`src/rtl/ds_serializer_if.sv`:
```
// ds_serializer byte-in / serial-out bundle.
// Producer side is master; the serializer is slave.
interface ds_serializer_if #(
  parameter int DEPTH = 4
);
  logic [7:0]             din;
  logic                   din_vld;
  logic                   din_rdy;
  logic                   ds;
  logic                   ds_vld;
  logic                   sof;
  logic [$clog2(DEPTH):0] lvl;
  logic                   ovf;

  modport master (
    output din, din_vld,
    input  din_rdy, ds, ds_vld, sof, lvl, ovf
  );

  modport slave (
    input  din, din_vld,
    output din_rdy, ds, ds_vld, sof, lvl, ovf
  );
endinterface

```
`src/rtl/ds_serializer.sv`:
```
// Byte FIFO feeding an MSB-first serial shifter.
// Bytes stream back-to-back; DIV clocks per bit.
module ds_serializer #(
  parameter int   DEPTH = 4,
  parameter int   DIV   = 1,
  parameter logic IDLE  = 1'b0
) (
  input  logic             clk,
  input  logic             clr,
  ds_serializer_if.slave   bus
);
  localparam int AW = $clog2(DEPTH);
  localparam int LW = AW + 1;
  localparam int CW = (DIV > 1) ? $clog2(DIV) : 1;
  localparam logic [CW-1:0] CMAX = CW'(DIV - 1);
  localparam logic [LW-1:0] FULL = LW'(DEPTH);

  typedef enum logic {S_IDLE, S_SHIFT} st_t;

  st_t           st, st_n;
  logic [7:0]    mem [DEPTH];
  logic [AW-1:0] wp, rp;
  logic [LW-1:0] lvl;
  logic          ovf;
  logic [7:0]    sr, sr_n;
  logic [2:0]    bi, bi_n;
  logic [CW-1:0] cnt, cnt_n;
  logic          ds, ds_n;
  logic          vld, vld_n;
  logic          sof, sof_n;
  logic          rdy, push, pop;
  logic [7:0]    head;

  assign rdy  = lvl < FULL;
  assign push = bus.din_vld && rdy;
  assign head = mem[rp];

  assign bus.din_rdy = rdy;
  assign bus.ds      = ds;
  assign bus.ds_vld  = vld;
  assign bus.sof     = sof;
  assign bus.lvl     = lvl;
  assign bus.ovf     = ovf;

  // FIFO storage; contents are don't-care once pointers reset
  always_ff @(posedge clk) begin
    if (push) mem[wp] <= bus.din;
  end

  // FIFO pointers, occupancy and sticky overflow
  always_ff @(posedge clk or posedge clr) begin
    if (clr) begin
      wp  <= '0;
      rp  <= '0;
      lvl <= '0;
      ovf <= 1'b0;
    end else begin
      if (push) wp <= wp + 1'b1;
      if (pop)  rp <= rp + 1'b1;
      if (push && !pop)      lvl <= lvl + 1'b1;
      else if (pop && !push) lvl <= lvl - 1'b1;
      if (bus.din_vld && !rdy) ovf <= 1'b1;
    end
  end

  // shifter state and registered serial outputs
  always_ff @(posedge clk or posedge clr) begin
    if (clr) begin
      st  <= S_IDLE;
      sr  <= '0;
      bi  <= '0;
      cnt <= '0;
      ds  <= IDLE;
      vld <= 1'b0;
      sof <= 1'b0;
    end else begin
      st  <= st_n;
      sr  <= sr_n;
      bi  <= bi_n;
      cnt <= cnt_n;
      ds  <= ds_n;
      vld <= vld_n;
      sof <= sof_n;
    end
  end

  // next-state: hold each bit DIV clocks, reload on the last one
  always_comb begin
    st_n  = st;
    pop   = 1'b0;
    sr_n  = sr;
    bi_n  = bi;
    cnt_n = cnt;
    ds_n  = ds;
    vld_n = vld;
    sof_n = 1'b0;
    unique case (st)
      S_IDLE: begin
        ds_n  = IDLE;
        vld_n = 1'b0;
        if (lvl != '0) pop = 1'b1;
      end
      S_SHIFT: begin
        if (cnt != CMAX) begin
          cnt_n = cnt + 1'b1;
        end else begin
          cnt_n = '0;
          if (bi != 3'd7) begin
            bi_n = bi + 1'b1;
            sr_n = {sr[6:0], 1'b0};
            ds_n = sr[6];
          end else if (lvl != '0) begin
            pop = 1'b1;
          end else begin
            st_n  = S_IDLE;
            ds_n  = IDLE;
            vld_n = 1'b0;
          end
        end
      end
      default: st_n = S_IDLE;
    endcase
    if (pop) begin
      st_n  = S_SHIFT;
      sr_n  = head;
      ds_n  = head[7];
      vld_n = 1'b1;
      sof_n = 1'b1;
      bi_n  = '0;
      cnt_n = '0;
    end
  end
endmodule

```
`src/flat_wrapper.sv`:
```
// flat-port wrapper written by rule: the top's interface ports become plain ports
module ds_serializer_flat 
#(
  parameter int   DEPTH = 4,
  parameter int   DIV   = 1,
  parameter logic IDLE  = 1'b0
)
  (clk, clr, bus_din, bus_din_vld, bus_din_rdy, bus_ds, bus_ds_vld, bus_sof, bus_lvl, bus_ovf);
  ds_serializer_if #(.DEPTH(DEPTH)) bus_i ();
  input  logic clk;
  input  logic clr;
  input wire logic [$bits(bus_i.din)-1:0] bus_din;
  input wire logic [$bits(bus_i.din_vld)-1:0] bus_din_vld;
  output wire logic [$bits(bus_i.din_rdy)-1:0] bus_din_rdy;
  output wire logic [$bits(bus_i.ds)-1:0] bus_ds;
  output wire logic [$bits(bus_i.ds_vld)-1:0] bus_ds_vld;
  output wire logic [$bits(bus_i.sof)-1:0] bus_sof;
  output wire logic [$bits(bus_i.lvl)-1:0] bus_lvl;
  output wire logic [$bits(bus_i.ovf)-1:0] bus_ovf;
  assign bus_i.din = bus_din;
  assign bus_i.din_vld = bus_din_vld;
  assign bus_din_rdy = bus_i.din_rdy;
  assign bus_ds = bus_i.ds;
  assign bus_ds_vld = bus_i.ds_vld;
  assign bus_sof = bus_i.sof;
  assign bus_lvl = bus_i.lvl;
  assign bus_ovf = bus_i.ovf;
  ds_serializer #(.DEPTH(DEPTH), .DIV(DIV), .IDLE(IDLE)) u_core (.clk(clk), .clr(clr), .bus(bus_i));
endmodule
```
`config.mk`:
```
export PLATFORM = sky130hd
export DESIGN_NAME = ds_serializer_flat
export DESIGN_NICKNAME = d
export VERILOG_FILES = /design/src/rtl/ds_serializer_if.sv /design/src/rtl/ds_serializer.sv /design/src/flat_wrapper.sv
export SDC_FILE = /design/constraint.sdc
export NUM_CORES = 1
export LEC_CHECK = 0
export CORE_MARGIN = 8
export CORE_UTILIZATION = 39
export DETAILED_ROUTE_END_ITERATION = 16
export RECOVER_POWER = 25
export SLEW_MARGIN = 20
export SYNTH_ARGS = -nofsm -noshare
export SYNTH_HDL_FRONTEND = slang
export SYNTH_SLANG_ARGS = --single-unit
```
`constraint.sdc`:
```
create_clock -name clk -period 3.7 [get_ports clk]
set_input_delay 0.37 -clock clk [delete_from_list [all_inputs] [get_ports clk]]
set_output_delay 0.37 -clock clk [all_outputs]
set_load 0.01 [all_outputs]
```
==> metrics.md <==
| Metric | Value |
|---|---|
| Crit start category | `flop` |
| Io pins | `19` |
| Layout cell share with drive strength beyond 1 | `10.88%` |
| RR Startpoint | `u_core.bi[0]$_DFFE_PP0P_` |
| CTS tree | `yes` |
| Final setup violation count | `0` |
| DR iter-0 viols | `65` |
| I/O Buffers | `18` |
| Die area | `8214 um^2` |
| Die width | `90.63 um` |
| Total track usage | `9.535%` |
| DP HPWL | `2489 um` |
| Peak VDD IR | `0.2924 mV` |
| Antenna violations before repair | `0` |
| WL/cell | `16.25 um` |
| Routability-driven placement congestion ratio | `0.6803` |
| Reg-to-reg setup timing slack | `1.29 ns` |
| Die H | `90.63 um` |
| Number of gates resized after cts | `0` |
| Total Routed Length | `3558 um` |
| Final nets | `165` |
| Critical Setup Path Class | `flop to flop` |
| Clock tree sinks | `54` |
| Largest net degree at the start of global routing | `23` |
| Post-synth top cells | `edfxtp_1, dfrtp_1, ha_1, inv_1` |
| Hold Buf Count CTS | `0` |
| Worst path bufs/invs | `3` |
| Top cell type by total area after synthesis | `edfxtp_1` |
| Initial core utilization | `39.94%` |
| Hold path startpoint | `u_core.bus.ovf$_DFFE_PP0P_` |
| Area fraction of the dominant cell type after synthesis | `44.24%` |
| Max-slew violation count | `0` |
| Worst skew pair latency | `0.30 ns` |
| DRT antenna net count | `0` |
| Slowest CP cell | `fa_1` |
| Vias | `1076` |
| Detailed Routing Iterations Pass 1 | `4` |
| Fin crit share | `65.20%` |
| Area delta synth->final | `16.30%` |
| Rows | `27` |
| Dominant synthesized flop cell | `edfxtp_1` |
| Most Frequent Cell on Critical Path | `ha_1` |
| Status | `complete, no violations` |
| Yosys cell types | `26` |
| CTS Buf Count | `5` |
| Power Dens Cells | `732.0 nW/um^2` |
| H-tree depth | `2` |
| RSZ-0062 raised after global routing | `no` |
| Maximum Capacitance Violations | `0` |
| Post-synthesis register bit count | `54` |
| Vias in the first global route | `1205` |
| Final core occ | `46.45%` |
| Mapped Cells | `127` |
| Worst r2r path cells | `10` |
| Fin Setup TNS | `0 ns` |
| Post-synth EDFFs | `32` |
| Grt total ovfl | `0` |
| Final hold vios | `0` |
| Worst-path clk slew | `0.09 ns` |
| Worst path cell trace | `ha_1 > ha_1 > nor2b_1 > buf_4 > nor2_1 > inv_1 > ha_1 > inv_1 > fa_1 > mux2_2` |
| YS warnings | `0` |
| FF-to-FF End | `u_core.bus.lvl[1]$_DFFE_PP0P_` |
| Crit path largest cell delay | `0.41 ns` |
| Seq/Total Area, Yosys | `69.59%` |
| WP data required | `3.89 ns` |
| Vias/cell | `4.913` |
| Placed cells | `211` |
| Syn Std Cell Area | `2172 um^2` |
| FMAX | `414.5 MHz` |
| N_diodes | `0` |
| Global-route wire length before repair | `6161 um` |
| Syn_nets | `146` |
| Largest delay contributor family on the critical path | `adder cells` |
| Worst Hold Class | `flop to flop` |
| Syn avg cell area | `17.10 um^2` |
| Postcts setup bufs | `0` |
| Most frequent cell after synthesis | `edfxtp_1` |
| Final non-filler cell total | `219` |
| Slew HR | `43.99%` |
| Area contributors post-synth | `edfxtp_1, dfrtp_1, mux4_2` |
| Synth async-reset ratio | `40.74%` |
| Core area | `5439 um^2` |
| Slew @ Worst Pin | `0.8392 ns` |
| Min-Delay Path Depth | `1` |
| Crit-path max FO | `11` |
| Minimum clock period | `2.412 ns` |
| Hold endpoint | `u_core.bus.ovf$_DFFE_PP0P_` |
| Remaining DRCs | `0` |
| Worst EP arrival | `2.60 ns` |
| Stages on worst setup path | `10` |
| Root Buffer | `clkbuf_8` |
| Layout Skew | `0.006024 ns` |
| Crit. End Element | `flop` |
| Clock Tree Buf Depth | `2` |
| LEAKAGE | `0.9597 nW` |
flip-flops by register name, summed over array words and instances (netlist names):
name,cells
u_core.rp,2
u_core.bi,3
u_core.sr,7
u_core.bus.sof,1
u_core.bus.lvl,3
u_core.wp,2
u_core.mem,32
u_core.st,1
u_core.bus.ds,1
u_core.bus.ds_vld,1
u_core.bus.ovf,1
cell type report:
type / instances / area, um^2
clock buffers: 5 / 68.82
clock inverters: 3 / 45.04
fillers: 477 / 2913
inverters: 7 / 26.28
multi-input cells: 59 / 596.8
flip-flops and latches: 54 / 1511
well taps: 72 / 90.09
repair buffers: 19 / 187.7
layout by cell type (no fill, tap or decap), types with 2 or more instances in the layout:
| cell | n |
|---|---|
| and2_1 | 4 |
| dfrtp_1 | 22 |
| nor2_1 | 5 |
| ha_1 | 7 |
| clkbuf_8 | 5 |
| a221o_1 | 6 |
| dlygate4sd3_1 | 8 |
| nand3_1 | 2 |
| mux4_1 | 2 |
| clkinvlp_4 | 2 |
| edfxtp_1 | 32 |
| and3_1 | 6 |
| a22o_1 | 4 |
| nor2b_1 | 2 |
| xnor2_1 | 4 |
| mux4_2 | 6 |
| xor2_1 | 2 |
| clkdlybuf4s50_1 | 10 |
| inv_1 | 7 |
| o21ai_0 | 2 |
per-stage QoR:
step	setup slack (ns)	hold WS, ns	power, W	cell area [um^2]
after CTS	1.284	0.4691	0.001880	2526
after global placement	1.362	0.4382	0.001452	2412
final	1.288	0.4661	0.001849	2526
after floorplan	1.293	0.3592	0.001295	2172
after detailed placement	1.265	0.4505	0.001493	2412
after global routing	1.164	0.5007	0.001979	2526
report_power, final:
| group | internal [W] | switching (W) | leakage [nW] | total (W) |
|---|---|---|---|---|
| Combinational | 0.000306 | 0.000237 | 0.353 | 0.000543 |
| Sequential | 0.000791 | 0.000128 | 0.557 | 0.000919 |
| Clock | 0.000201 | 0.000185 | 0.0504 | 0.000386 |
cells by family (layout without fill, tap and decap cells):
group | Yosys count | in the layout | share of synthesized area (%)
flops | 54 | 54 | 69.59
xor+xnor | 6 | 6 | 2.419
fa+ha+maj | 8 | 8 | 4.954
buf+inv | 14 | 34 | 2.938
mux | 9 | 9 | 9.159
simple gates | 23 | 23 | 5.760
compound gates | 13 | 13 | 5.184
layer usage:
| metal | routed length, um | share of wire [%] | vias to the layer above | track usage (%) |
|---|---|---|---|---|
| li1 | - | - | 507 | - |
| met1 | 1581 | 44 | 548 | 11.50 |
| met2 | 1807 | 51 | 19 | 15.65 |
| met3 | 145 | 4.1 | 2 | 2.494 |
| met4 | 24 | 0.67 | 0 | 4.161 |
| met5 | 0 | 0 | - | 0 |
worst max-delay path by stage:
stage	startpoint	end	slack, ns
final	u_core.bi[0]$_DFFE_PP0P_	u_core.bus.lvl[1]$_DFFE_PP0P_	1.29
after global routing	u_core.bi[0]$_DFFE_PP0P_	u_core.bus.lvl[1]$_DFFE_PP0P_	1.16
after CTS	u_core.bi[0]$_DFFE_PP0P_	u_core.bus.lvl[1]$_DFFE_PP0P_	1.28
after detailed placement	bus_din_vld	u_core.bus.lvl[2]$_DFFE_PP0P_	1.27
after global placement	bus_din_vld	u_core.bus.lvl[2]$_DFFE_PP0P_	1.36
after floorplan	u_core.bi[0]$_DFFE_PP0P_	u_core.bus.lvl[2]$_DFFE_PP0P_	1.29
worst reg2reg max path: cells and delay by family (launching register included):
kind          cells  cell delay (ns)
fa+ha+maj         4             0.95
simple gates      2             0.39
flops             1             0.38
buf+inv           3             0.33
mux               1             0.27
Note: power is estimated with default switching activity, not from simulation.
==> RTL change, RTL diff (config.mk and constraints unchanged) <==
`IDLE` is set to 1'b0 in 2 places; all go to 1'b1.
--- a/src/rtl/ds_serializer.sv
+++ b/src/rtl/ds_serializer.sv
@@ -5,3 +5,3 @@
   parameter int   DIV   = 1,
-  parameter logic IDLE  = 1'b0
+  parameter logic IDLE  = 1'b1
 ) (
--- a/src/flat_wrapper.sv
+++ b/src/flat_wrapper.sv
@@ -5,3 +5,3 @@
   parameter int   DIV   = 1,
-  parameter logic IDLE  = 1'b0
+  parameter logic IDLE  = 1'b1
 )
Function: changed (a bounded check fails within 4 cycles, from zero or initial values).
==> RTL change against the original RTL <==
Routed wire length rose by 3.0%. Worst setup slack got worse by 0.092 ns. First-iteration DRC count fell by 32%. Sequential cell count did not move. Sequential power rose by 0.9%. Clock power fell by 11%. Clock skew rose by 0.0081 ns. Sequential share of layout area rose by 0.59 points. Global-route usage barely moved. Total power fell by 1.8%. Final cell count fell by 0.46%. Final area fell by 0.89%. Synthesized area barely moved. Largest power group unchanged.
==> RTL change: results (changes against the original RTL) <==
- Maximum fanout along the worst path: 12 (+1)
- Result of the run: finished, final reports clean
- Portion of the layout cell area used by non-clock buffers: 7.196% (-0.23 points)
- Detailed placement HPWL: 2551 µm (+2.5%)
- Arrival @ worst endpoint: 2.73 ns (+0.13 ns)
- Routed length per instance: 16.81 µm (+3.5%)
- Internal power contribution: 1.242 mW (-4.4%)
- Drt via density: 4.927 (+0.27%)
- Post-CTS Setup Inserts: 0 (unchanged)
- Seq pwr: 927 µW (+0.9%)
- Placed Cells: 210 (-0.47%)
- Met3 Usage GRT: 3.242% (+0.75 points)
- Switch Pwr: 574.7 µW (+4.4%)
- Most used standard cells in the synthesized netlist: 32 x sky130_fd_sc_hd__edfxtp_1, 21 x sky130_fd_sc_hd__dfrtp_1, 7 x sky130_fd_sc_hd__ha_1
- Area growth, synth to finish: 15.20%
- Largest registers: u_core.mem: 32 flops, u_core.sr: 7 flops
- CTS sink cnt: 54 (unchanged)
- Share of cell area taken by multi-input logic gates: 23.84% (+0.21 points)
- Wire length on met2: 1871 µm (+3.5%)
- Top area cells in the synthesized netlist: sky130_fd_sc_hd__edfxtp_1 44%, sky130_fd_sc_hd__dfrtp_1 24%, sky130_fd_sc_hd__mux4_2 6.2%
- Static Leakage: 0.9549 nW (-0.50%)
- Number of distinct standard cells referenced by the synthesized netlist: 29 (+12%)
- Global-route met1 utilization: 11.02% (-0.48 points)
- Met2 Resource Use GR: 15.90% (+0.24 points)
- Share of cells above drive strength 1: 11.64% (+0.76 points)
- Min-Delay Path Class: flip-flop to flip-flop
- Combinational Power: 546 µW
- Final clock-cell share: 3.898% (-0.61 points)
- Seq/Total Area, Yosys: 69.60% (about the same)
- Number of global-route vias before repair: 1203 (-0.17%)
- Nets: 164 (-0.61%)
- First-pass GRT wire length: 6168 µm (+0.11%)
- Cell with the largest stage delay on the worst path: sky130_fd_sc_hd__dfrtp_1
- Place WS: 1.229 ns (-0.03646 ns)
- Post-Syn Area: 0.002173 mm² (about the same)
- Register area: 0.001513 mm² (about the same)
- Signal buffers: 18 (-1)
- RePlAce Congestion: 0.6820 (+0.25%)
- Largest net degree at the start of global routing: 23 (unchanged)
- Setup Skew: 0.01408 ns (+0.008058 ns)
- Detailed Route WL: 3664 µm (+3.0%)
- First-iteration detailed-routing DRC count: 44 (-32%)
- Crit path max-delay family: adder cells
- Hold WS: 0.4606 ns (-0.005505 ns)
- Global-route total usage across every layer: 9.514% (-0.021 points)
- Fill cell total of the finished layout: 467 (-2.1%)
- Worst flop-to-flop path endpoint: u_core.bus.lvl[2]$_DFFE_PP0P_
- Slew of the pin with the lowest slew margin: 0.8193 ns (-0.01989 ns)
- Routed length on met3: 160 µm (+10%)
- Met1 routed wirelength after detailed routing: 1602 µm (+1.3%)
- Peak supply drop: 0.2375 mV (-19%)
- Instance area after placement: 0.002406 mm² (-0.26%)
- Number of signal-net inverters in the final layout: 7 (unchanged)
- Post-layout minimum cycle time: 2.504 ns (+0.09178 ns)
- Share of synthesized flip-flops with an asynchronous set or reset: 40.74% (unchanged)
-- RTL change: cell count changes after synthesis --
| cell | change |
|---|---|
| sky130_fd_sc_hd__dfstp_2 | +1 |
| sky130_fd_sc_hd__nor2_1 | -1 |
| sky130_fd_sc_hd__o22a_1 | +1 |
| sky130_fd_sc_hd__xor2_1 | -1 |
| sky130_fd_sc_hd__xnor2_1 | +1 |
| sky130_fd_sc_hd__inv_2 | +1 |
| sky130_fd_sc_hd__inv_1 | -1 |
| sky130_fd_sc_hd__a22o_1 | -1 |
| sky130_fd_sc_hd__dfrtp_1 | -1 |
| sky130_fd_sc_hd__nand2_1 | +1 |
-- RTL change: cell families (layout without fill, tap and decap cells) --
kind of cell    count (synthesis)  count (layout)  synth area share [%]
xor+xnor                        6               6                 2.418
buf+inv                        14              33                 2.936
fa+ha+maj                       8               8                 4.951
compound gates                 13              13                 5.182
simple gates                   23              23                 5.757
mux                             9               9                 9.154
flops                          54              54                 69.60
